[src/rtl/path_tracer_pkg.sv]
// Shared constants for the shortest-path tracer: sentinel, default sizes,
// FSM state encoding and trace error codes.
`ifndef UNVISITED
`define UNVISITED '1
`endif
`ifndef DEFAULT_MAX_NODES
`define DEFAULT_MAX_NODES 8
`endif
`ifndef DEFAULT_INDEX_WIDTH
`define DEFAULT_INDEX_WIDTH 4
`endif

package path_tracer_pkg;

    localparam int DEFAULT_MAX_NODES   = `DEFAULT_MAX_NODES;
    localparam int DEFAULT_INDEX_WIDTH = `DEFAULT_INDEX_WIDTH;

    typedef enum logic [2:0] {
        ST_IDLE = 3'd0,
        ST_WALK = 3'd1,
        ST_EMIT = 3'd2,
        ST_DONE = 3'd3,
        ST_ERR  = 3'd4
    } tracer_state_t;

    typedef enum logic [1:0] {
        ERR_NONE        = 2'd0,
        ERR_BAD_INDEX   = 2'd1,
        ERR_UNREACHABLE = 2'd2,
        ERR_LOOP        = 2'd3
    } err_code_t;

endpackage

[src/rtl/path_stack.sv]
// LIFO of node indices: push/pop/clear, combinational top of stack.
// Push when full and pop when empty are ignored; contents are not reset.
module path_stack #(
    parameter int DEPTH       = 8,
    parameter int DATA_WIDTH  = 4,
    parameter int COUNT_WIDTH = 5
) (
    input  logic                   clock,
    input  logic                   reset,
    input  logic                   clear,
    input  logic                   push,
    input  logic                   pop,
    input  logic [DATA_WIDTH-1:0]  push_data,
    output logic [DATA_WIDTH-1:0]  top,
    output logic [COUNT_WIDTH-1:0] count,
    output logic                   full,
    output logic                   empty
);

    localparam int AW = (DEPTH > 1) ? $clog2(DEPTH) : 1;

    logic [DATA_WIDTH-1:0]  mem [DEPTH];
    logic [COUNT_WIDTH-1:0] count_q;
    logic [AW-1:0]          wr_addr;
    logic [AW-1:0]          top_addr;

    assign count    = count_q;
    assign full     = (count_q == COUNT_WIDTH'(DEPTH));
    assign empty    = (count_q == '0);
    assign wr_addr  = AW'(count_q);
    assign top_addr = AW'(count_q - COUNT_WIDTH'(1));
    assign top      = mem[top_addr];

    always_ff @(posedge clock) begin
        if (!reset) begin
            count_q <= '0;
        end else if (clear) begin
            count_q <= '0;
        end else if (push && !full) begin
            count_q <= count_q + COUNT_WIDTH'(1);
        end else if (pop && !empty) begin
            count_q <= count_q - COUNT_WIDTH'(1);
        end
    end

    always_ff @(posedge clock) begin
        if (push && !full && !clear) begin
            mem[wr_addr] <= push_data;
        end
    end

endmodule

[src/rtl/path_tracer.sv]
// Walks the predecessor vector dest->source onto a LIFO, then streams it source-first.
// Latency: L walk cycles then L emit cycles at full rate; path_node holds while path_ready is low.
module path_tracer
    import path_tracer_pkg::*;
#(
    parameter int MAX_NODES   = DEFAULT_MAX_NODES,
    parameter int INDEX_WIDTH = DEFAULT_INDEX_WIDTH
) (
    input  logic                   clock,
    input  logic                   reset,
    input  logic                   start,
    input  logic [INDEX_WIDTH-1:0] source,
    input  logic [INDEX_WIDTH-1:0] dest,
    input  logic [INDEX_WIDTH-1:0] number_of_nodes,
    input  logic [INDEX_WIDTH-1:0] prev_vector [MAX_NODES],
    output logic                   busy,
    output logic                   path_valid,
    input  logic                   path_ready,
    output logic [INDEX_WIDTH-1:0] path_node,
    output logic                   path_last,
    output logic [INDEX_WIDTH:0]   path_length,
    output logic                   done,
    output logic                   error,
    output logic [1:0]             error_code
);

    localparam int CW = INDEX_WIDTH + 1;
    localparam logic [INDEX_WIDTH-1:0] UNVISITED_IDX = `UNVISITED;

    tracer_state_t          state, next_state;
    logic [INDEX_WIDTH-1:0] src_q;
    logic [INDEX_WIDTH-1:0] cur_q;
    logic [CW-1:0]          walk_len_q;
    logic [CW-1:0]          path_length_q;
    err_code_t              error_code_q;

    logic                   stk_clear, stk_push, stk_pop;
    logic [INDEX_WIDTH-1:0] stk_top;
    logic [CW-1:0]          sp;
    logic                   stk_full, stk_empty;

    logic [INDEX_WIDTH-1:0] prev_of_cur;
    logic [CW-1:0]          sp_next;
    logic [CW-1:0]          node_count;
    logic                   handshake;
    logic                   err_load;
    err_code_t              err_val;
    logic                   len_load;

    path_stack #(
        .DEPTH      (MAX_NODES),
        .DATA_WIDTH (INDEX_WIDTH),
        .COUNT_WIDTH(CW)
    ) u_stack (
        .clock    (clock),
        .reset    (reset),
        .clear    (stk_clear),
        .push     (stk_push),
        .pop      (stk_pop),
        .push_data(cur_q),
        .top      (stk_top),
        .count    (sp),
        .full     (stk_full),
        .empty    (stk_empty)
    );

    // Indices beyond the vector read as unreached rather than out of range.
    always_comb begin
        prev_of_cur = UNVISITED_IDX;
        for (int i = 0; i < MAX_NODES; i++) begin
            if (cur_q == INDEX_WIDTH'(i)) begin
                prev_of_cur = prev_vector[i];
            end
        end
    end

    assign sp_next    = sp + CW'(1);
    assign node_count = {1'b0, number_of_nodes};

    assign busy       = (state != ST_IDLE);
    assign path_valid = (state == ST_EMIT) && !stk_empty;
    assign path_node  = path_valid ? stk_top : '0;
    assign path_last  = path_valid && (sp == CW'(1));
    assign handshake  = path_valid && path_ready;
    assign done       = (state == ST_DONE);
    assign error      = (state == ST_ERR);
    assign path_length = path_length_q;
    assign error_code  = error_code_q;

    always_comb begin
        next_state = state;
        stk_clear  = 1'b0;
        stk_push   = 1'b0;
        stk_pop    = 1'b0;
        err_load   = 1'b0;
        err_val    = ERR_NONE;
        len_load   = 1'b0;
        unique case (state)
            ST_IDLE: begin
                if (start) begin
                    stk_clear = 1'b1;
                    if ({1'b0, source} >= node_count || {1'b0, dest} >= node_count) begin
                        err_load   = 1'b1;
                        err_val    = ERR_BAD_INDEX;
                        next_state = ST_ERR;
                    end else begin
                        next_state = ST_WALK;
                    end
                end
            end
            ST_WALK: begin
                stk_push = !stk_full;
                // Reaching the source wins over both error checks.
                if (cur_q == src_q) begin
                    next_state = ST_EMIT;
                end else if (prev_of_cur == UNVISITED_IDX) begin
                    err_load   = 1'b1;
                    err_val    = ERR_UNREACHABLE;
                    next_state = ST_ERR;
                end else if (sp_next == node_count || sp_next == CW'(MAX_NODES)) begin
                    err_load   = 1'b1;
                    err_val    = ERR_LOOP;
                    next_state = ST_ERR;
                end
            end
            ST_EMIT: begin
                stk_pop = handshake;
                if (handshake && sp == CW'(1)) begin
                    len_load   = 1'b1;
                    next_state = ST_DONE;
                end
            end
            ST_DONE: next_state = ST_IDLE;
            ST_ERR:  next_state = ST_IDLE;
            default: next_state = ST_IDLE;
        endcase
    end

    always_ff @(posedge clock) begin
        if (!reset) begin
            state         <= ST_IDLE;
            src_q         <= '0;
            cur_q         <= '0;
            walk_len_q    <= '0;
            path_length_q <= '0;
            error_code_q  <= ERR_NONE;
        end else begin
            state <= next_state;
            if (state == ST_IDLE && start) begin
                src_q        <= source;
                cur_q        <= dest;
                error_code_q <= ERR_NONE;
            end
            if (state == ST_WALK) begin
                cur_q      <= prev_of_cur;
                walk_len_q <= sp_next;
            end
            if (err_load) begin
                error_code_q <= err_val;
            end
            if (len_load) begin
                path_length_q <= walk_len_q;
            end
        end
    end

endmodule
[config.mk]
export PLATFORM = sky130hd
export DESIGN_NAME = path_tracer
export DESIGN_NICKNAME = d
export VERILOG_FILES = /design/src/rtl/path_tracer_pkg.sv /design/src/rtl/path_stack.sv /design/src/rtl/path_tracer.sv
export SDC_FILE = /design/constraint.sdc
export NUM_CORES = 1
export LEC_CHECK = 0
export CAP_MARGIN = 20
export CELL_PAD_IN_SITES_DETAIL_PLACEMENT = 1
export CELL_PAD_IN_SITES_GLOBAL_PLACEMENT = 2
export CORE_MARGIN = 3
export CORE_UTILIZATION = 36
export DETAILED_ROUTE_END_ITERATION = 12
export MAX_ROUTING_LAYER = met4
export PLACE_DENSITY = 0.84
export SLEW_MARGIN = 20
export SYNTH_ARGS = -nofsm -noshare
export SYNTH_HDL_FRONTEND = slang
export SYNTH_HIERARCHICAL = 1
export SYNTH_SLANG_ARGS = --single-unit
[constraint.sdc]
create_clock -name clock -period 6 [get_ports clock]
set_input_delay 0.9 -clock clock [delete_from_list [all_inputs] [get_ports clock]]
set_output_delay 0.9 -clock clock [all_outputs]
set_load 0.01 [all_outputs]
Word-level counts from Yosys, hierarchy flattened
Memory sizes are Yosys's and may differ from the RTL's. Cells that the tools add are included. W data, S select, Z words.

Latch bits: 0. Memories: 1. Output and inout bits: 16. Memory bits (read-only): 0. Input port bits: 48. Flip-flop bits (word level): 28. Logic and storage cells: 97. Bits in writable memories: 32.

Memories: u_stack.mem (words 8, width 4, read ports 1, clocked after Yosys merged registers in 0, write ports 1, RTL line path_stack.sv:22) `logic [DATA_WIDTH-1:0] mem [DEPTH];`.

Div/mod/pow operators: 0. Multiply operators: 0. Multiplexer cells: 42. Equal/unequal tests: 20. Add/subtract/negate cells: 2. Bitwise logic cells: 1. Shift operators: 0. Reduce and logical (&&, ||, !) cells: 22. $lt $le $gt $ge: 2.

Operators by type and width (number): $mux W4 (11); $mux W3 (6); $eq A4 B3 Y1 const B (4); $mux W1 (15); $eq A5 B4 Y1 const B (2); $mux W2 (5); $mux W5 (2); $pmux W3 S3 (1); $eq A4 B2 Y1 const B (2); $ge A4 B4 Y1 (2); $logic_and A1 B1 Y1 (8); $eq A3 B2 Y1 const B (2); $reduce_bool A2 Y1 (3); $add A5 B1 Y5 const B (1); $eq A5 B1 Y1 const B (1); $eq A5 B4 Y1 (1); $logic_not A5 Y1 (1); $sub A5 B1 Y5 const B (1); $eq A4 B1 Y1 const B (1); $eq A4 B4 Y1 (1); $eq A4 B4 Y1 const B (1); $logic_not A4 Y1 (1); $ne A4 B4 Y1 const B (1); $pmux W2 S2 (1); other kinds (12) (15).

Longest topological paths before layout
Word-level depth: 14. Depth in mapped cells: 11. Mapped depth without buffers: 9.

Modules after synthesis
The synthesis kept the hierarchy.

Modules (own cells, without submodules): path_tracer (area an instance 1884.3 µm², cells each 234, sequential area each 460.4 µm², times used 1); path_stack (area an instance 1685.4 µm², cells each 111, sequential area each 1061.0 µm², times used 1).

Least setup slack after synthesis
No wires, ideal clock.

Path type: register -> output. Start: register u_stack.count_q[0] (netlist: u_stack/count[0]). End: output path_node[0]. Data arrival time: 2.177 ns. Required time: 5.100 ns. Setup slack: 2.923 ns. Stages on the path, launching flop included: 8. Buffers on the path: 2. Cells stage by stage: dfxtp_1 -> buf_6 -> inv_1 -> ha_1 -> clkbuf_1 -> mux4_2 -> mux2_2 -> and2_2.

Elaborated cells on any way between the ends: 6. Those cells by class: 1 x add/sub; 1 x mux; 3 x reduce/logical; 1 x memory.

RTL lines: from (decl) (RTL line path_stack.sv:23) `logic [COUNT_WIDTH-1:0] count_q;`; from (signal assigned) (RTL line path_stack.sv:40) `count_q <= count_q + COUNT_WIDTH'(1);`; from (signal assigned) (RTL line path_stack.sv:42) `count_q <= count_q - COUNT_WIDTH'(1);`; $sub A5 B1 Y5 (RTL line path_stack.sv:31) `assign top_addr = AW'(count_q - COUNT_WIDTH'(1));`; $mem_v2 Z8 W4; via stk_top[0] (RTL line path_tracer.sv:38) `logic [INDEX_WIDTH-1:0] stk_top;`; $mux W4 (RTL line path_tracer.sv:82) `assign path_node = path_valid ? stk_top : '0;`; to (decl) (RTL line path_tracer.sv:19) `output logic [INDEX_WIDTH-1:0] path_node,`.

The timed path passes the listed nets, and every way through them passes these cells.

Final worst setup path
Start: register u_stack.count_q[0] (netlist: u_stack/count[0]). End: output path_node[1].

Same word-level chain as after synthesis.

==> flow_summary_export.csv <==
group,metric,value,unit
worst_setup_path,r2r_end,"u_stack/mem[1][3]",
yosys,ys_ff_latch,60,
worst_setup_path,arrival,3000,ps
worst_setup_path,cp_slowest_cell,"dfxtp_2",
cells_and_area,syn_to_final_growth,24.50,%
cells_and_area,n_antenna_cell,0,
global_routing,antenna_found_initial,0,
pwr,p_per_area,338.5,nW/um^2
cells_and_area,fin_nets,461,
timing,worstMarginPinSlew,1033,ps
routing,drt_first_pass_iters,4,
placement,place.gp.congestion,0.7678,
floorplan,fp.coreArea,9415,sq um
cts,cts_tree,"yes",
floorplan,io_pins,64,
placement,dp_hpwl,6910,um
placement,port_buffers,63,
routing,ant_nets,0,
routing,wl,9290,um
cts,clk_latency,330,ps
floorplan,die_h,105.6,um
global_routing,grt_pass1_wl,15060,um
yosys,synth-main-ff-cell,"edfxtp_1",
global_routing,grt_usage,17.51,%
worst_setup_path,reg2reg_slack,2760,ps
cts,clock-root-buffer,"clkbuf_8",
yosys,ys_warn_count,6,
floorplan,num_rows,35,
routing,drt_iter0_markers,99,
hold_path,hp-start,"walk_len_q[4]",
pwr,peakVddDrop,0.1434,mV
yosys,syn-cell-area,3570,sq um
pwr,power,1.504,mW
floorplan,die_w,105.6,um
timing,period_needed,3902,ps
timing,whs,521.6,ps
routing,via_per_inst,5.316,
pwr,leakagePower,1.559,nW
worst_setup_path,crit_path_start_kind,"flop",
worst_setup_path,required,5100,ps
cts,cts.sinks,60,
yosys,async_reset_ff_share,0,%
yosys,seq_area_frac_synth,42.62,%
cts,cts-htree-levels,3,
global_routing,grt_overflow,0,
yosys,syn_avg_cell_area,10.35,sq um
floorplan,start_util,37.91,%
outcome,status,"finished, final reports clean",
yosys,synth_nets,406,
yosys,synth_enable_flop_cells,32,
floorplan,dieArea,11150,sq um
timing,max_freq,256.3,MHz
run,cap_violations,0,
timing,hold_viol,0,
timing,setup_tns,0,ps
worst_setup_path,r2r_cells,9,
cts,clockBufferDepth,2,
yosys,ys_types,58,
cells_and_area,post-route-cell-area,4444,sq um
cts,hold_buffers,0,
hold_path,hold_class,"reg2reg",
routing,vias,2839,
timing,finalCritPeriodShare,65.03,%
yosys,syn_inst,345,
worst_setup_path,slowest_delay,700,ps
hold_path,holdPathEnd,"walk_len_q[4]",
timing,slew_violations,0,
cts,cts_made_buffers,9,
worst_setup_path,worstPathMaxFanout,22,
timing,relSlewSlack,31.04,%
global_routing,first_global_vias,2925,
placement,placed_cell_area,4258,sq um
routing,wl_per_cell,17.40,um
timing,setup_viol,0,
hold_path,hold-path-cell-count,1,
worst_setup_path,timing.rr.start,"u_stack/count[0]",
cts,post_cts_resized,0,
timing,rsz0062_at_grt,"false",
worst_setup_path,end_kind,"output pin",
cells_and_area,drive_gt1_share,10.86,%
cts,post_cts_buffers,0,
cells_and_area,post-route-util,47.20,%
global_routing,grt_max_degree,37,
worst_setup_path,path_cells,"inv_1, ha_1, mux4_1, mux2_2, and2_2, clkdlybuf4s50_1",
cts,clkTransAtPathRegs,80,ps
worst_setup_path,critPathKind,"reg2out",
timing,skew,6.849,ps
routing,route.detailed.drc,0,
==> kinds of logic (layout without fill, tap and decap cells) <==
family                     count (synthesis)  count (layout)  share of synthesized area, %
and+or+nand+nor                          130             130                         21.70
AOI/OAI and AO/OA                         65              65                         12.20
DFF                                       60              60                         42.62
buffers and inverters                     37              97                         5.012
muxes                                     26              26                         10.48
xor gates and xnor gates                  14              14                         3.435
adders and majority gates                 13              13                         4.557
==> cell usage in the layout, fill, tap and decap left out, types with 4 or more instances in the layout <==
cell type,instances
clkdlybuf4s50_1,63
edfxtp_1,32
dfxtp_1,26
nand2_1,25
nor2_1,24
a21oi_1,20
inv_1,16
nor2b_1,15
mux2i_1,13
ha_1,13
o21ai_0,11
clkbuf_8,9
nor3_1,8
xor2_1,8
nor3b_1,6
nand2b_1,6
xnor2_1,6
mux4_2,6
nand4_1,5
nand3_1,5
mux2_2,5
and2_2,4
nor4b_1,4
o211ai_1,4
a22oi_1,4
a21boi_0,4
o211a_1,4
a31oi_1,4
==> per-layer routing <==
| metal | wire [um] | share of wire [%] | global-route usage (%) |
|---|---|---|---|
| met1 | 4477 | 48 | 23.57 |
| met2 | 4423 | 48 | 27.46 |
| met3 | 286 | 3.1 | 2.939 |
| met4 | 104 | 1.1 | 4.810 |
| met5 | 0 | 0 | - |
==> synth_stat cells, types with 2 or more instances <==
cell	count	share of area (%)
edfxtp_1	32	27
dfxtp_1	28	16
nand2_1	25	2.6
nor2_1	24	2.5
a21oi_1	20	2.8
inv_1	16	1.7
nor2b_1	15	2.6
ha_1	13	4.6
mux2i_1	13	3.6
o21ai_0	11	1.5
buf_2	8	1.1
clkbuf_1	8	0.84
nor3_1	8	1.1
xor2_1	8	2.0
mux4_2	6	3.8
nand2b_1	6	1.1
nor3b_1	6	1.3
xnor2_1	6	1.5
mux2_2	5	1.6
nand3_1	5	0.70
nand4_1	5	0.88
a21boi_0	4	0.84
a22oi_1	4	0.84
a31oi_1	4	0.70
and2_2	4	0.84
nor4b_1	4	0.98
o211a_1	4	1.1
o211ai_1	4	0.84
a211oi_1	3	0.63
buf_6	3	0.95
nand3b_1	3	0.63
nor4_1	3	0.53
or3_1	3	0.53
a2111oi_0	2	0.49
a22o_1	2	0.49
and2_1	2	0.35
and2_4	2	0.49
and2b_1	2	0.42
and3_1	2	0.35
buf_4	2	0.42
mux4_1	2	1.5
or2_2	2	0.35
==> registers in the layout, indices dropped and copies added, names as in the netlist <==
name and flops:
path_length 5, state 3, u_stack/count 5, src_q 4, error_code 2, cur_q 4
u_stack/mem 32, walk_len_q 5
==> worst max path at each step <==
stage	slack, ps	start	to	depth (start not counted)
finish	2100	u_stack/count[0]	path_node[1]	6
global route	1860	u_stack/count[0]	path_last	7
CTS	1670	u_stack/count[0]	path_last	7
detailed placement	2060	u_stack/count[0]	path_node[3]	6
global placement	2200	u_stack/count[0]	path_last	7
floorplan	2920	u_stack/count[0]	path_node[0]	7
==> layout make-up <==
type	instances	area [sq um]
fillers	1041	4971
multi-input cells	248	1869
flip-flops and latches	60	1524
repair buffers	65	645.6
well taps	129	161.4
clock buffers	9	123.9
clock inverters	7	60.06
inverters	16	60.06
==> worst max-delay path, delay by kind of cell, from the launching register on <==
| family | cells | cell delay [ps] |
|---|---|---|
| AND/OR/NAND/NOR | 1 | 160 |
| multiplexers | 2 | 640 |
| buffers and inverters | 2 | 620 |
| flip-flops | 1 | 700 |
| adder cells (fa/ha/maj) | 1 | 540 |
==> report_power, final <==
part           internal [mW]  leakage [nW]  switching, mW
Clock                  0.156        0.0844          0.182
Combinational          0.253         0.951          0.273
Sequential             0.511         0.523          0.129
Total                  0.920          1.56          0.585
==> metrics by stage <==
stage	worst slack (ps)	cells
after floorplan	2923	345
after global placement	2201	518
after detailed placement	2056	518
after CTS	1666	534
after global routing	1858	534
final	2098	534
Note: power is estimated with default switching activity, not from simulation.
